File: config.mk
export PLATFORM = sky130hd
export DESIGN_NAME = sweep_tracker
export DESIGN_NICKNAME = d
export VERILOG_FILES = /design/src/rtl/sweep_tracker.sv
export SDC_FILE = /design/constraint.sdc
export NUM_CORES = 1
export LEC_CHECK = 0
export ABC_AREA = 1
export BUFFER_PORTS_ARGS = -buffer_cell sky130_fd_sc_hd__buf_2
export CAP_MARGIN = 20
export CORE_ASPECT_RATIO = 1.2
export CORE_MARGIN = 2
export CORE_UTILIZATION = 60
export CTS_CLUSTER_DIAMETER = 50
export DETAILED_ROUTE_END_ITERATION = 6
export GPL_TIMING_DRIVEN = 0
export PLACE_DENSITY = 0.89
export SLEW_MARGIN = 20
export SYNTH_ARGS = -nofsm -noshare
export SYNTH_HDL_FRONTEND = slang
export SYNTH_SLANG_ARGS = --single-unit
File: constraint.sdc
create_clock -name CLK -period 3.45 [get_ports CLK]
set_input_delay 0.1725 -clock CLK [delete_from_list [all_inputs] [get_ports CLK]]
set_output_delay 0.1725 -clock CLK [all_outputs]
set_load 0.005 [all_outputs]
File: src/rtl/sweep_tracker.sv
// Raster-sweeps a two-axis servo pair for the peak panel voltage, then parks or hill-climbs around it.
// Outputs are registered and change one CLK after the deciding input; moves wait for TICK, samples wait for ADC_VALID, STOP wins.
module sweep_tracker #(
    parameter int POS_W  = 8,
    parameter int ADC_W  = 12,
    parameter int H_MIN  = 0,
    parameter int H_MAX  = 180,
    parameter int V_MIN  = 0,
    parameter int V_MAX  = 90,
    parameter int STEP   = 1,
    parameter int SETTLE = 4
) (
    input  logic             CLK,
    input  logic             RST_N,
    input  logic             TICK,
    input  logic             START,
    input  logic             STOP,
    input  logic             MODE,
    input  logic             ADC_VALID,
    input  logic [ADC_W-1:0] ADC_DATA,
    output logic [POS_W-1:0] POS_H,
    output logic [POS_W-1:0] POS_V,
    output logic [ADC_W-1:0] MAX_V,
    output logic [POS_W-1:0] BEST_H,
    output logic [POS_W-1:0] BEST_V,
    output logic             BUSY,
    output logic             DONE,
    output logic [2:0]       STAT
);

    typedef enum logic [2:0] {
        S_IDLE   = 3'd0,
        S_SETTLE = 3'd1,
        S_SAMPLE = 3'd2,
        S_STEP   = 3'd3,
        S_GOTO   = 3'd4,
        S_TRACK  = 3'd5,
        S_DONE   = 3'd6
    } state_t;

    // One spare bit so position +/- STEP can be compared against limits without wrapping.
    localparam int XW = POS_W + 1;
    localparam logic [XW-1:0] HMIN_X = XW'(H_MIN);
    localparam logic [XW-1:0] HMAX_X = XW'(H_MAX);
    localparam logic [XW-1:0] VMIN_X = XW'(V_MIN);
    localparam logic [XW-1:0] VMAX_X = XW'(V_MAX);
    localparam logic [XW-1:0] STEP_X = XW'(STEP);
    localparam int CNT_W = (SETTLE > 1) ? $clog2(SETTLE) : 1;
    localparam logic [CNT_W-1:0] CNT_LAST = CNT_W'(SETTLE - 1);

    state_t             r_state;
    logic [POS_W-1:0]   r_pos_h, r_pos_v, r_best_h, r_best_v;
    logic [ADC_W-1:0]   r_max_v;
    logic [CNT_W-1:0]   r_cnt;
    logic               r_dir_left, r_mode, r_trk, r_ref, r_back;
    logic [1:0]         r_probe;

    logic [XW-1:0] w_h, w_v, w_bh, w_bv, w_h_inc, w_v_inc;
    logic [XW-1:0] w_h_right, w_h_left, w_v_next, w_h_goto, w_v_goto;
    logic          w_h_up_ok, w_h_dn_ok, w_v_up_ok, w_v_dn_ok;
    logic          w_probe_ok, w_at_end, w_at_best, w_better;

    assign w_h       = {1'b0, r_pos_h};
    assign w_v       = {1'b0, r_pos_v};
    assign w_bh      = {1'b0, r_best_h};
    assign w_bv      = {1'b0, r_best_v};
    assign w_h_inc   = w_h + STEP_X;
    assign w_v_inc   = w_v + STEP_X;
    assign w_h_up_ok = (w_h_inc <= HMAX_X);
    assign w_h_dn_ok = (w_h >= HMIN_X + STEP_X);
    assign w_v_up_ok = (w_v_inc <= VMAX_X);
    assign w_v_dn_ok = (w_v >= VMIN_X + STEP_X);
    assign w_h_right = w_h_up_ok ? w_h_inc : HMAX_X;
    assign w_h_left  = w_h_dn_ok ? (w_h - STEP_X) : HMIN_X;
    assign w_v_next  = w_v_up_ok ? w_v_inc : VMAX_X;
    assign w_at_end  = r_dir_left ? (w_h == HMIN_X) : (w_h == HMAX_X);
    assign w_at_best = (r_pos_h == r_best_h) && (r_pos_v == r_best_v);
    assign w_better  = (ADC_DATA > r_max_v);

    // Approach BEST one STEP at a time, landing exactly on it.
    assign w_h_goto = (w_h < w_bh) ? ((w_h_inc > w_bh) ? w_bh : w_h_inc) :
                      (w_h > w_bh) ? ((w_h < w_bh + STEP_X) ? w_bh : (w_h - STEP_X)) : w_h;
    assign w_v_goto = (w_v < w_bv) ? ((w_v_inc > w_bv) ? w_bv : w_v_inc) :
                      (w_v > w_bv) ? ((w_v < w_bv + STEP_X) ? w_bv : (w_v - STEP_X)) : w_v;

    always_comb begin
        w_probe_ok = 1'b0;
        case (r_probe)
            2'd0: w_probe_ok = w_h_up_ok;
            2'd1: w_probe_ok = w_h_dn_ok;
            2'd2: w_probe_ok = w_v_up_ok;
            2'd3: w_probe_ok = w_v_dn_ok;
            default: w_probe_ok = 1'b0;
        endcase
    end

    always_ff @(posedge CLK or negedge RST_N) begin
        if (!RST_N) begin
            r_state    <= S_IDLE;
            r_pos_h    <= POS_W'(H_MIN);
            r_pos_v    <= POS_W'(V_MIN);
            r_best_h   <= POS_W'(H_MIN);
            r_best_v   <= POS_W'(V_MIN);
            r_max_v    <= '0;
            r_cnt      <= '0;
            r_dir_left <= 1'b0;
            r_mode     <= 1'b0;
            r_trk      <= 1'b0;
            r_ref      <= 1'b0;
            r_back     <= 1'b0;
            r_probe    <= 2'd0;
        end else if (STOP) begin
            r_state <= S_IDLE;
        end else begin
            case (r_state)
                S_IDLE, S_DONE: begin
                    if (START) begin
                        r_mode     <= MODE;
                        r_pos_h    <= POS_W'(H_MIN);
                        r_pos_v    <= POS_W'(V_MIN);
                        r_best_h   <= POS_W'(H_MIN);
                        r_best_v   <= POS_W'(V_MIN);
                        r_max_v    <= '0;
                        r_dir_left <= 1'b0;
                        r_cnt      <= '0;
                        r_trk      <= 1'b0;
                        r_ref      <= 1'b0;
                        r_back     <= 1'b0;
                        r_probe    <= 2'd0;
                        r_state    <= S_SETTLE;
                    end
                end
                S_SETTLE: begin
                    if (SETTLE == 0) begin
                        r_state <= S_SAMPLE;
                    end else if (TICK) begin
                        if (r_cnt == CNT_LAST) begin
                            r_cnt   <= '0;
                            r_state <= S_SAMPLE;
                        end else begin
                            r_cnt <= r_cnt + CNT_W'(1);
                        end
                    end
                end
                S_SAMPLE: begin
                    if (ADC_VALID) begin
                        if (!r_trk) begin
                            if (w_better) begin
                                r_max_v  <= ADC_DATA;
                                r_best_h <= r_pos_h;
                                r_best_v <= r_pos_v;
                            end
                            r_state <= S_STEP;
                        end else if (r_ref || w_better) begin
                            // Reference overwrites unconditionally so the tracker follows a decaying peak.
                            r_max_v  <= ADC_DATA;
                            r_best_h <= r_pos_h;
                            r_best_v <= r_pos_v;
                            r_ref    <= 1'b0;
                            r_back   <= 1'b0;
                            r_probe  <= 2'd0;
                            r_state  <= S_TRACK;
                        end else begin
                            r_back  <= 1'b1;
                            r_state <= S_TRACK;
                        end
                    end
                end
                S_STEP: begin
                    if (TICK) begin
                        if (!w_at_end) begin
                            r_pos_h <= r_dir_left ? w_h_left[POS_W-1:0] : w_h_right[POS_W-1:0];
                            r_cnt   <= '0;
                            r_state <= S_SETTLE;
                        end else if (w_v >= VMAX_X) begin
                            r_state <= S_GOTO;
                        end else begin
                            r_pos_v    <= w_v_next[POS_W-1:0];
                            r_dir_left <= ~r_dir_left;
                            r_cnt      <= '0;
                            r_state    <= S_SETTLE;
                        end
                    end
                end
                S_GOTO: begin
                    if (w_at_best) begin
                        if (r_mode) begin
                            r_trk   <= 1'b1;
                            r_ref   <= 1'b1;
                            r_state <= S_TRACK;
                        end else begin
                            r_state <= S_DONE;
                        end
                    end else if (TICK) begin
                        r_pos_h <= w_h_goto[POS_W-1:0];
                        r_pos_v <= w_v_goto[POS_W-1:0];
                    end
                end
                S_TRACK: begin
                    if (r_ref) begin
                        r_cnt   <= '0;
                        r_state <= S_SETTLE;
                    end else if (r_back || !w_probe_ok) begin
                        // A failed probe returns to BEST on TICK; an out-of-range probe is skipped at once.
                        if (!r_back || TICK) begin
                            r_pos_h <= r_best_h;
                            r_pos_v <= r_best_v;
                            r_back  <= 1'b0;
                            r_probe <= r_probe + 2'd1;
                            if (r_probe == 2'd3) r_ref <= 1'b1;
                        end
                    end else if (TICK) begin
                        case (r_probe)
                            2'd0: r_pos_h <= w_h_inc[POS_W-1:0];
                            2'd1: r_pos_h <= w_h_left[POS_W-1:0];
                            2'd2: r_pos_v <= w_v_inc[POS_W-1:0];
                            default: r_pos_v <= w_v[POS_W-1:0] - STEP_X[POS_W-1:0];
                        endcase
                        r_cnt   <= '0;
                        r_state <= S_SETTLE;
                    end
                end
                default: r_state <= S_IDLE;
            endcase
        end
    end

    assign POS_H  = r_pos_h;
    assign POS_V  = r_pos_v;
    assign MAX_V  = r_max_v;
    assign BEST_H = r_best_h;
    assign BEST_V = r_best_v;
    assign STAT   = r_state;
    assign BUSY   = (r_state != S_IDLE) && (r_state != S_DONE);
    assign DONE   = (r_state == S_DONE);

endmodule

==> out/qor.txt <==
status: finished clean
Core Region: 0.0109 mm2
global-route wire length before repair: 33.7 mm
Layout Nets: 1248
global-route usage over all layers: 34.7%
CP dominant cell by count: nand2_1
Sw Ratio: 46.1%
clk root buf: clkbuf_16
Startpoint Class: flip-flop
count leader, synth: nand2_1
WP buf/inv: 3
M2 GR Usage: 58.8%
DRC viols: 0
Internal Pwr Total: 1.67 mW
Final Hold Viols: 0
worst slew pin tran: 0.717 ns
GRT overflow: 0
clock-pin slew of the registers on the worst-case setup and hold paths: 0.07 ns
fmax: 0.310 GHz
final setup skew: 0.00694 ns
TritonCTS clock tree: done
Seq cells post-synth: 56
Die Height: 120 um
CTS max path bufs: 2
vias in the first global route: 7138
synthesized area per cell: 6.25 um2
I/O pins: 68
Primary FF master, synth: dfrtp_1
Inserted Clock Buffers: 5
Port Buffers: 67
Syn Nets: 1167
worst min path class: input pin to flip-flop
sequential fraction of design power: 26.7%
Syn Std Cell Area: 0.00670 mm2
Lkg Pwr: 3.94 nW
wire per inst: 16.1 um
placed cell areas: 0.00720 mm2
Net Sw Power: 1.43 mW
minimum clock period: 3.22 ns
Non-Filler Instances: 1284
Die W: 100 um
worst-path fanout max: 10
Worst EP required: 3.63 ns
logic gate share of total power: 52.5%
Unique masters post-synth: 46
Final Cell Area: 0.00745 mm2
pin count of the biggest net entering global routing: 57
Critical Path, Cell by Cell: buf_2 -> nand3_1 -> nor2_1 -> xor2_1 -> inv_1 -> ha_1 -> nand2_1 -> nand3b_1 -> nand3b_1 -> nand2_1 -> buf_2 -> a21oi_1 -> nor2_1 -> nor2_1 -> nor2_1 -> nand2_1 -> nand2_1 -> nand2_1
WS Path Type: flip-flop to flip-flop
most used routing layer: met2
critical path's top delay family: simple AND/OR/NAND/NOR gates
Final Max Slew Viols: 0
Detail Route Antenna Nets: 0
PwrDens: 417 mW/mm2
CP max-delay cell: dfrtp_1
Worst setup EP type: flip-flop
final setup fails: 0
met1 GRT Util: 41.9%
max_slew headroom: 51.8%
placed cell count: 1270
Synth top area share: 20.9%
Initial Util: 61.3%
Filler Cells Inserted: 976
first drt pass iteration count: 5
share of layout cells above drive strength 1: 12.3%
total power draw: 3.11 mW
Post-synth ARST share: 100%
antenna cells: 0
Vias/cell: 5.86
clock sinks: 56
top cells by area, synth: dfrtp_1 21%, nand2_1 19%, ha_1 14%
first-iteration detailed-routing DRC count: 553
max cap viols: 0
Yosys top cell by area: dfrtp_1
Mapped Cells: 1071
met3 Use GR: 2.97%
FP Rows: 42
clk_lat worst skew: 0.29 ns
Post-synth EDFFs: 0
Peak VDD IR: 383 uV
Final Cycle Share: 93.4%
Via Count: 7528
Post-DP HPWL: 15.9 mm
Post-synth top cells: 334 x nand2_1, 115 x inv_1, 109 x nor2_1
antenna violations before repair: 0
H-tree depth: 2
synth warn: 0
Routability Congestion: 1.00
WL final: 20.6 mm
Area growth syn-to-layout: 11.3%
max incr delay on CP: 0.42 ns
Worst Path Arrival: 3.41 ns
Seq/Total Area, Yosys: 20.9%
final setup TNS: 0 ns
Die Area: 0.0120 mm2
worst hold slack: 0.0704 ns
Clock Power Share: 20.7%
==> metal layers <==
layer	wire length, um	part of all wire [%]
met1	7910	38
met2	10000	48
met3	1280	6.2
met4	1430	6.9
met5	0	0
==> state kept, by name, indices dropped and copies added, names as in the netlist <==
| signal | cells |
|---|---|
| POS_H | 8 |
| POS_V | 8 |
| r_dir_left | 1 |
| r_probe | 2 |
| r_cnt | 2 |
| BEST_V | 8 |
| BEST_H | 8 |
| STAT | 3 |
| r_ref | 1 |
| r_mode | 1 |
| r_back | 1 |
| MAX_V | 12 |
| r_trk | 1 |
==> final timing paths <==
check / startpoint / depth (start not counted) / slack [ns] / endpoint
setup / recovery: POS_H[3]$_DFFE_PN0P_ / 18 / 0.23 / POS_H[2]$_DFFE_PN0P_
hold / removal: MODE / 3 / 0.07 / r_mode$_DFFE_PN0P_
setup reg to reg: POS_H[3]$_DFFE_PN0P_ / 18 / 0.23 / POS_H[2]$_DFFE_PN0P_
hold reg to reg: MAX_V[6]$_DFFE_PN0P_ / 2 / 0.53 / MAX_V[6]$_DFFE_PN0P_
max in group asynchronous: RST_N / 2 / 2.46 / POS_V[1]$_DFFE_PN0P_
min in group asynchronous: RST_N / 2 / 0.49 / BEST_H[4]$_DFFE_PN0P_
==> metrics by stage <==
| step | util (%) | setup slack (ns) |
|---|---|---|
| 5_1_grt | 68.2 | -0.0141 |
| 6_report | 68.2 | 0.227 |
| 4_1_cts | 67.6 | 0.103 |
| 2_1_floorplan | - | 0.735 |
| 3_3_place_gp | 65.8 | 0.136 |
| 3_5_place_dp | 65.9 | 0.0962 |
==> worst register-to-register path: cells and delay by family, from the launching register on <==
kind                       cells  cell delay, ns
and+or+nand+nor               12            1.39
buffers and inverters          3            0.65
DFF                            1            0.42
adders and majority gates      1            0.33
xor gates and xnor gates       1            0.25
AOI/OAI and AO/OA              1            0.09
==> cell families (layout without fill, tap and decap cells) <==
family | count (synthesis) | count (layout) | synth area share [%]
xor gates and xnor gates | 26 | 26 | 3.68
AOI/OAI and AO/OA | 133 | 133 | 10.9
buffers and inverters | 155 | 236 | 9.06
and+or+nand+nor | 624 | 624 | 41.0
adders and majority gates | 77 | 77 | 14.4
DFF | 56 | 56 | 20.9
==> layout by cell type (no fill, tap or decap), drive strengths merged, types with 2 or more instances in the layout <==
master and count:
nand2 350, inv 122, nor2 120, nand3 102, buf 89, ha 77, o21ai 62, dfrtp 56
a21oi 50, xor2 23, clkbuf 21, nand4 19, nor3 12, nand3b 11, nor4 5, o211ai 4
a31oi 4, xnor2 3, o21a 3, or2 3, a21boi 2, a22oi 2, a21o 2, bufinv 2
==> power by group through the flow <==
stage / combinational [mW] / sequential, mW / clock (mW)
6_report: 1.63 / 0.830 / 0.644
5_1_grt: 1.83 / 0.840 / 0.667
4_1_cts: 1.57 / 0.829 / 0.644
3_5_place_dp: 1.56 / 0.841 / 0
3_3_place_gp: 1.52 / 0.839 / 0
2_1_floorplan: 1.15 / 0.818 / 0
==> area by class of cell <==
cell class	instances	area (um2)	area share (%)
multi-input combinational	860	4690	63.0
clock inverter	2	60.1	0.806
inverter	123	462	6.20
timing repair buffer	74	393	5.27
buffer	32	146	1.97
clock buffer	5	125	1.68
tap	132	165	2.22
sequential	56	1410	18.9
==> timing repair <==
item	4_1_cts	5_1_grt
setup endpoints to repair	0	13
endpoints found under the hold margin	56	0
gates resized for setup	0	7
hold buffers	1	0
buffers inserted	0	6
(Power assumes the default switching activity.)
